`src/rtl/sram_burst_initiator_if.sv`:
```
// Bundle of command, write-stream, read-stream and SRAM-controller signals
// for the burst initiator; master = initiator side, slave = host/controller side.
interface sram_burst_initiator_if #(
   parameter int ADDR_W = 10,
   parameter int DATA_W = 8,
   parameter int LEN_W  = 10
);
   logic              cmd_valid;
   logic              cmd_ready;
   logic              cmd_write;
   logic [ADDR_W-1:0] cmd_addr;
   logic [LEN_W-1:0]  cmd_len;
   logic              wr_valid;
   logic              wr_ready;
   logic [DATA_W-1:0] wr_data;
   logic              rd_valid;
   logic              rd_ready;
   logic [DATA_W-1:0] rd_data;
   logic [ADDR_W-1:0] mem_addr;
   logic [DATA_W-1:0] mem_wdata;
   logic              mem_we;
   logic              mem_re;
   logic [DATA_W-1:0] mem_rdata;
   logic              busy;
   logic              done;
   logic [DATA_W-1:0] chksum;

   modport master (
      input  cmd_valid, cmd_write, cmd_addr, cmd_len,
      input  wr_valid, wr_data, rd_ready, mem_rdata,
      output cmd_ready, wr_ready, rd_valid, rd_data,
      output mem_addr, mem_wdata, mem_we, mem_re,
      output busy, done, chksum
   );

   modport slave (
      output cmd_valid, cmd_write, cmd_addr, cmd_len,
      output wr_valid, wr_data, rd_ready, mem_rdata,
      input  cmd_ready, wr_ready, rd_valid, rd_data,
      input  mem_addr, mem_wdata, mem_we, mem_re,
      input  busy, done, chksum
   );
endinterface

```
`src/rtl/sram_burst_initiator.sv`:
```
// Burst command to single-word SRAM controller accesses, with a credit-limited read FIFO.
// Optional XOR checksum of burst beats is enabled by defining SRAM_BURST_CHKSUM_EN.
module sram_burst_initiator #(
   parameter int ADDR_W   = 10,
   parameter int DATA_W   = 8,
   parameter int LEN_W    = 10,
   parameter int RD_DEPTH = 4
) (
   input  logic                  clk,
   input  logic                  rst,
   sram_burst_initiator_if.master bus
);
   localparam int PTR_W = $clog2(RD_DEPTH);
   localparam int CRD_W = PTR_W + 2;

   typedef enum logic [1:0] {S_IDLE, S_WRITE, S_READ} state_t;

   state_t            state_q, state_d;
   logic [ADDR_W-1:0] addr_q;
   logic [ADDR_W-1:0] mem_addr_q;
   logic [DATA_W-1:0] mem_wdata_q;
   logic              mem_we_q;
   logic              mem_re_q;
   logic              re_p1_q;
   logic              done_q, done_d;
   logic [LEN_W-1:0]  len_q;
   logic [LEN_W-1:0]  beat_q;
   logic [LEN_W-1:0]  iss_q;
   logic              iss_done_q;
   logic [PTR_W:0]    wr_ptr_q, rd_ptr_q;
   logic [DATA_W-1:0] fifo_mem [RD_DEPTH];

   logic              cmd_hs, wr_hs, rd_pop, rd_valid, issue;
   logic [PTR_W:0]    fifo_count;
   logic [CRD_W-1:0]  credit_used;

   assign cmd_hs     = bus.cmd_valid && (state_q == S_IDLE);
   assign wr_hs      = bus.wr_valid && (state_q == S_WRITE);
   assign rd_valid   = (wr_ptr_q != rd_ptr_q);
   assign rd_pop     = rd_valid && bus.rd_ready;
   assign fifo_count = wr_ptr_q - rd_ptr_q;
   // FIFO slots already promised: stored words plus reads still in the controller pipe
   assign credit_used = CRD_W'(fifo_count) + CRD_W'(mem_re_q) + CRD_W'(re_p1_q);

   always_comb begin
      state_d = state_q;
      issue   = 1'b0;
      done_d  = 1'b0;
      unique case (state_q)
         S_IDLE: begin
            if (cmd_hs) begin
               state_d = bus.cmd_write ? S_WRITE : S_READ;
            end
         end
         S_WRITE: begin
            if (wr_hs && (beat_q == len_q)) begin
               state_d = S_IDLE;
               done_d  = 1'b1;
            end
         end
         S_READ: begin
            issue = !iss_done_q && (credit_used < CRD_W'(RD_DEPTH));
            if (rd_pop && (beat_q == len_q)) begin
               state_d = S_IDLE;
               done_d  = 1'b1;
            end
         end
         default: state_d = S_IDLE;
      endcase
   end

   always_ff @(posedge clk) begin
      if (rst) begin
         state_q     <= S_IDLE;
         addr_q      <= '0;
         mem_addr_q  <= '0;
         mem_wdata_q <= '0;
         mem_we_q    <= 1'b0;
         mem_re_q    <= 1'b0;
         re_p1_q     <= 1'b0;
         done_q      <= 1'b0;
         len_q       <= '0;
         beat_q      <= '0;
         iss_q       <= '0;
         iss_done_q  <= 1'b0;
         wr_ptr_q    <= '0;
         rd_ptr_q    <= '0;
      end else begin
         state_q  <= state_d;
         done_q   <= done_d;
         mem_we_q <= wr_hs;
         mem_re_q <= issue;
         re_p1_q  <= mem_re_q;
         if (cmd_hs) begin
            addr_q     <= bus.cmd_addr;
            len_q      <= bus.cmd_len;
            beat_q     <= '0;
            iss_q      <= '0;
            iss_done_q <= 1'b0;
         end
         if (wr_hs) begin
            mem_addr_q  <= addr_q;
            mem_wdata_q <= bus.wr_data;
            addr_q      <= addr_q + 1'b1;
            beat_q      <= beat_q + 1'b1;
         end
         if (issue) begin
            mem_addr_q <= addr_q;
            addr_q     <= addr_q + 1'b1;
            iss_q      <= iss_q + 1'b1;
            if (iss_q == len_q) begin
               iss_done_q <= 1'b1;
            end
         end
         if (rd_pop) begin
            beat_q   <= beat_q + 1'b1;
            rd_ptr_q <= rd_ptr_q + 1'b1;
         end
         // controller data_out is valid the cycle after mem_re was seen
         if (re_p1_q) begin
            wr_ptr_q <= wr_ptr_q + 1'b1;
         end
      end
   end

   always_ff @(posedge clk) begin
      if (re_p1_q) begin
         fifo_mem[wr_ptr_q[PTR_W-1:0]] <= bus.mem_rdata;
      end
   end

`ifdef SRAM_BURST_CHKSUM_EN
   logic [DATA_W-1:0] chksum_q;

   always_ff @(posedge clk) begin
      if (rst) begin
         chksum_q <= '0;
      end else if (cmd_hs) begin
         chksum_q <= '0;
      end else if (wr_hs) begin
         chksum_q <= chksum_q ^ bus.wr_data;
      end else if (rd_pop) begin
         chksum_q <= chksum_q ^ bus.rd_data;
      end
   end

   assign bus.chksum = chksum_q;
`else
   assign bus.chksum = '0;
`endif

   assign bus.cmd_ready = (state_q == S_IDLE);
   assign bus.wr_ready  = (state_q == S_WRITE);
   assign bus.busy      = (state_q != S_IDLE);
   assign bus.done      = done_q;
   assign bus.rd_valid  = rd_valid;
   assign bus.rd_data   = rd_valid ? fifo_mem[rd_ptr_q[PTR_W-1:0]] : '0;
   assign bus.mem_addr  = mem_addr_q;
   assign bus.mem_wdata = mem_wdata_q;
   assign bus.mem_we    = mem_we_q;
   assign bus.mem_re    = mem_re_q;
endmodule

```
`src/flat_wrapper.sv`:
```
// flat-port wrapper written by rule: the top's interface ports become plain ports
module sram_burst_initiator_flat 
#(
   parameter int ADDR_W   = 10,
   parameter int DATA_W   = 8,
   parameter int LEN_W    = 10,
   parameter int RD_DEPTH = 4
)
  (clk, rst, bus_cmd_valid, bus_cmd_write, bus_cmd_addr, bus_cmd_len, bus_wr_valid, bus_wr_data, bus_rd_ready, bus_mem_rdata, bus_cmd_ready, bus_wr_ready, bus_rd_valid, bus_rd_data, bus_mem_addr, bus_mem_wdata, bus_mem_we, bus_mem_re, bus_busy, bus_done, bus_chksum);
  sram_burst_initiator_if #(.ADDR_W(ADDR_W), .DATA_W(DATA_W), .LEN_W(LEN_W)) bus_i ();
  input  logic clk;
  input  logic rst;
  input wire logic [$bits(bus_i.cmd_valid)-1:0] bus_cmd_valid;
  input wire logic [$bits(bus_i.cmd_write)-1:0] bus_cmd_write;
  input wire logic [$bits(bus_i.cmd_addr)-1:0] bus_cmd_addr;
  input wire logic [$bits(bus_i.cmd_len)-1:0] bus_cmd_len;
  input wire logic [$bits(bus_i.wr_valid)-1:0] bus_wr_valid;
  input wire logic [$bits(bus_i.wr_data)-1:0] bus_wr_data;
  input wire logic [$bits(bus_i.rd_ready)-1:0] bus_rd_ready;
  input wire logic [$bits(bus_i.mem_rdata)-1:0] bus_mem_rdata;
  output wire logic [$bits(bus_i.cmd_ready)-1:0] bus_cmd_ready;
  output wire logic [$bits(bus_i.wr_ready)-1:0] bus_wr_ready;
  output wire logic [$bits(bus_i.rd_valid)-1:0] bus_rd_valid;
  output wire logic [$bits(bus_i.rd_data)-1:0] bus_rd_data;
  output wire logic [$bits(bus_i.mem_addr)-1:0] bus_mem_addr;
  output wire logic [$bits(bus_i.mem_wdata)-1:0] bus_mem_wdata;
  output wire logic [$bits(bus_i.mem_we)-1:0] bus_mem_we;
  output wire logic [$bits(bus_i.mem_re)-1:0] bus_mem_re;
  output wire logic [$bits(bus_i.busy)-1:0] bus_busy;
  output wire logic [$bits(bus_i.done)-1:0] bus_done;
  output wire logic [$bits(bus_i.chksum)-1:0] bus_chksum;
  assign bus_i.cmd_valid = bus_cmd_valid;
  assign bus_i.cmd_write = bus_cmd_write;
  assign bus_i.cmd_addr = bus_cmd_addr;
  assign bus_i.cmd_len = bus_cmd_len;
  assign bus_i.wr_valid = bus_wr_valid;
  assign bus_i.wr_data = bus_wr_data;
  assign bus_i.rd_ready = bus_rd_ready;
  assign bus_i.mem_rdata = bus_mem_rdata;
  assign bus_cmd_ready = bus_i.cmd_ready;
  assign bus_wr_ready = bus_i.wr_ready;
  assign bus_rd_valid = bus_i.rd_valid;
  assign bus_rd_data = bus_i.rd_data;
  assign bus_mem_addr = bus_i.mem_addr;
  assign bus_mem_wdata = bus_i.mem_wdata;
  assign bus_mem_we = bus_i.mem_we;
  assign bus_mem_re = bus_i.mem_re;
  assign bus_busy = bus_i.busy;
  assign bus_done = bus_i.done;
  assign bus_chksum = bus_i.chksum;
  sram_burst_initiator #(.ADDR_W(ADDR_W), .DATA_W(DATA_W), .LEN_W(LEN_W), .RD_DEPTH(RD_DEPTH)) u_core (.clk(clk), .rst(rst), .bus(bus_i));
endmodule
```
`config.mk`:
```
export PLATFORM = sky130hd
export DESIGN_NAME = sram_burst_initiator_flat
export DESIGN_NICKNAME = d
export VERILOG_FILES = /design/src/rtl/sram_burst_initiator_if.sv /design/src/rtl/sram_burst_initiator.sv /design/src/flat_wrapper.sv
export SDC_FILE = /design/constraint.sdc
export NUM_CORES = 1
export LEC_CHECK = 0
export ABC_AREA = 1
export CELL_PAD_IN_SITES_DETAIL_PLACEMENT = 0
export CELL_PAD_IN_SITES_GLOBAL_PLACEMENT = 1
export CORE_ASPECT_RATIO = 0.9
export CORE_UTILIZATION = 41
export CTS_BUF_LIST = sky130_fd_sc_hd__clkbuf_8
export CTS_CLUSTER_DIAMETER = 80
export DETAILED_ROUTE_END_ITERATION = 10
export PLACE_DENSITY = 0.84
export SYNTH_ARGS = -nofsm -noshare
export SYNTH_HDL_FRONTEND = slang
export SYNTH_SLANG_ARGS = --single-unit
```
`constraint.sdc`:
```
create_clock -name clk -period 2.55 [get_ports clk]
set_input_delay 0.765 -clock clk [delete_from_list [all_inputs] [get_ports clk]]
set_output_delay 0.765 -clock clk [all_outputs]
set_load 0.01 [all_outputs]
```
==> key figures <==
Run status
  – Status: complete, no violations

Clock network
  – Hold_buf cts: 0
  – Clk slew on worst S/H paths: 0.09 ns
  – CTS tree: yes
  – CTS Sinks: ~110
  – Root Buffer: clkbuf_8
  – Maximum clock path buffer count: 2
  – Clock Latency Late Sink: 0.38 ns
  – CTS buffer count: 9
  – H-tree depth: 3

Drt
  – Final WL: approximately 12,000 um
  – # DRC: 0
  – 1st-iter DRT viols: 222
  – Detail Route Antenna Nets: 0
  – DR vias: approximately 4,200
  – 1st-pass router iterations: 5
  – Drt wl/cell: about 13 um
  – Vias/cell: 4.84

Setup path
  – CP Capture Type: primary output
  – Register-to-Register Path Depth: 13
  – WS Path Type: register to primary output
  – Flop2flop setup slack: about 0.36 ns
  – Setup crit end: bus_rd_data[7]
  – Crit Reg-Reg Endpoint: u_core.addr_q[4]
  – Worst Path Arrival: approximately 1.7 ns
  – CP Max Fanout: 3
  – Setup crit start kind: register
  – Worst EP required: between 1.5 and 2 ns
  – R2r startpoint: u_core.wr_ptr_q[0]
  – Beginning of the critical path: u_core.wr_ptr_q[0]
  – Crit path cell chain: inv_2 -> ha_4 -> nand2_2 -> inv_2 -> nand2_4 -> clkinvlp_4 -> buf_6 -> buf_6 -> a21oi_2 -> buf_2
  – Critical path's slowest cell: dfxtp_2
  – Largest stage delay on the critical path: 0.34 ns

Floorplan
  – Initial Utilization: a little over two fifths
  – Row count: 38
  – Die area: between 10,000 and 15,000 um2
  – IO Count: 83
  – Vert. Die Dim: 107 um
  – Die X: roughly 120 um
  – Core ar.: roughly 12,000 um2

STA
  – Final worst clock skew: 0.00887 ns
  – Minimum clock period: 2.49 ns
  – Setup TNS: 0 ns
  – Final setup viols: 0
  – F_max: approximately 400 MHz
  – Final Slew Violations: 0
  – Tcrit/Tclk final: a little over nine tenths
  – Final Hold Vio Count: 0
  – RSZ-0062 raised after global routing: true
  – Worst hold slack: around 0.46 ns
  – Final worst slack: 0.0631 ns

Run
  – Max cap viols: 0

Finish
  – Most frequent cells in the layout: nand2_1 (101), nor2_1 (95), dfxtp_1 (68), clkdlybuf4s50_1 (65), o21ai_0 (53)
  – Commonest non-fill, non-tap cell in the layout: nand2_1
  – Final net count: between 700 and 800
  – Util after Layout: between 50% and 60%
  – Area growth, synth to finish: 22.7%
  – Layout cells sized above 1: roughly an eighth
  – ANT cells: 0

Logic synthesis
  – EDFF count, synth: 32
  – Yosys warning count: 0
  – Sequential-to-total area share from yosys stat: approximately 48%
  – Asr flop ratio synth: 0%
  – Synth Flop Type: dfxtp_1
  – Synth Cell Area: 5040 um2
  – Seq cells post-synth: about 110
  – Cells after synthesis: 620
  – Syn avg cell area: a little over 8 um2
  – Distinct cells, synth: between 40 and 50

Global routing
  – Total track usage: 18.8%
  – Pin count of the biggest net entering global routing: 37
  – Vias in the first global route: slightly below 4,000
  – First-pass GRT wire length: about 19,000 um
  – Initial antenna violation count: 0
  – Total global routing overflow: 0

Power and ir drop
  – Comb power frac: ~46%
  – Reg power frac: between 30% and 40%
  – Switch Pwr: 2.40 mW
  – Pwr/cell area: ~950 nW/um2
  – Clock Power Share: between 10% and 20%
  – Total chip power: between 5 and 6 mW
  – Leakage Power: approximately 2.5 nW
  – Internal Power: about 3.5 mW
  – Peak supply drop: 0.000575 V
  – Switching share of power: 40.7%

Place
  – Port Buffers: 74
  – Post-detail-place hpwl: 8270 um
  – GP Congestion: just over 0.8
  – Dpl ws: about 0.050 ns

Hold path
  – HP Start: u_core.bus.mem_re
  – Hold Crit Class: register to register
registers in the layout (all words and copies together) (netlist names), 8 cells and up, named ones only:
register and cells:
u_core.bus.mem_addr 10, u_core.fifo_mem 32, u_core.bus.mem_wdata 8, u_core.len_q 10
u_core.iss_q 10, u_core.addr_q 10, u_core.beat_q 10
synthesized netlist by cell type (all sizes together), types with 2 or more instances:
cell type | n | area (um2)
nand2 | 110 | 462
nor2 | 101 | 418
dfxtp | 73 | 1460
o21ai | 64 | 320
inv | 63 | 239
a21oi | 49 | 249
edfxtp | 32 | 961
nand3 | 26 | 130
buf | 16 | 120
ha | 14 | 175
clkbuf | 13 | 48.8
xor2 | 13 | 114
nand4 | 8 | 50.1
nor3 | 8 | 55.1
xnor2 | 6 | 60.1
or2 | 5 | 31.3
a211oi | 3 | 22.5
and3 | 3 | 18.8
nor4 | 3 | 18.8
o22ai | 3 | 18.8
mux2i | 2 | 20.0
power groups by stage:
stage / combinational, mW / clock [mW] / sequential, mW
floorplan: 1.67 / 0 / 2.26
global placement: 2.53 / 0 / 2.27
detailed placement: 2.56 / 0 / 2.28
CTS: 2.67 / 0.972 / 2.25
finish: 2.70 / 0.949 / 2.26
global route: 3.00 / 1.04 / 2.30
metrics by stage:
| stage | std cells | area (um2) |
|---|---|---|
| after detailed placement | 844 | 5930 |
| after floorplan | 627 | 5060 |
| final | 868 | 6180 |
| after global placement | 844 | 5930 |
| after CTS | 866 | 6150 |
| after global routing | 868 | 6180 |
what timing repair did:
item	CTS	global route
hold endpoints to repair	0	0
setup endpoints to repair	9	9
cloned	0	0
pin swaps	2	2
buffers inserted	6	2
gates resized for setup	47	6
worst min-delay path by stage:
stage | end | slack, ns | cells after the start
6_report | u_core.re_p1_q | 0.46 | 2
5_1_grt | u_core.bus.mem_addr[0] | 0.50 | 2
4_1_cts | u_core.re_p1_q | 0.47 | 2
3_5_place_dp | u_core.re_p1_q | 0.45 | 2
3_3_place_gp | u_core.re_p1_q | 0.44 | 2
2_1_floorplan | u_core.rd_ptr_q[2] | 0.45 | 2
routing by layer:
layer  global-route usage (%)  share of wire, %  vias to the layer above
li1                         -                 -                     2181
met1                     24.5                47                     1919
met2                     30.5                47                       84
met3                     3.99               5.3                       13
met4                     7.69               1.5                        0
met5                        0                 0                        -
area by class of cell:
cell class | count | area, um2
Clock buffer | 9 | 124
Clock inverter | 7 | 46.3
Fill cell | 1137 | 5850
Inverter | 63 | 243
Multi-Input combinational cell | 430 | 2270
Sequential cell | 105 | 2430
Tap cell | 160 | 200
Timing Repair Buffer | 94 | 862
worst max-delay path: cells and delay by family, from the launching register on:
kind                     cells  cell delay (ns)
adder cells (fa/ha/maj)      1             0.20
buffers and inverters        6             0.60
flip-flops                   1             0.34
AO/OA/AOI/OAI                1             0.08
AND/OR/NAND/NOR              2             0.12
kinds of logic after synthesis:
group	share of synthesized area [%]
xor gates and xnor gates	3.45
adders and majority gates	3.87
DFF	48.1
buffers and inverters	8.10
muxes	0.397
other	0.0744
and+or+nand+nor	23.8
AOI/OAI and AO/OA	12.3
Power figures use the tool's default switching activity.
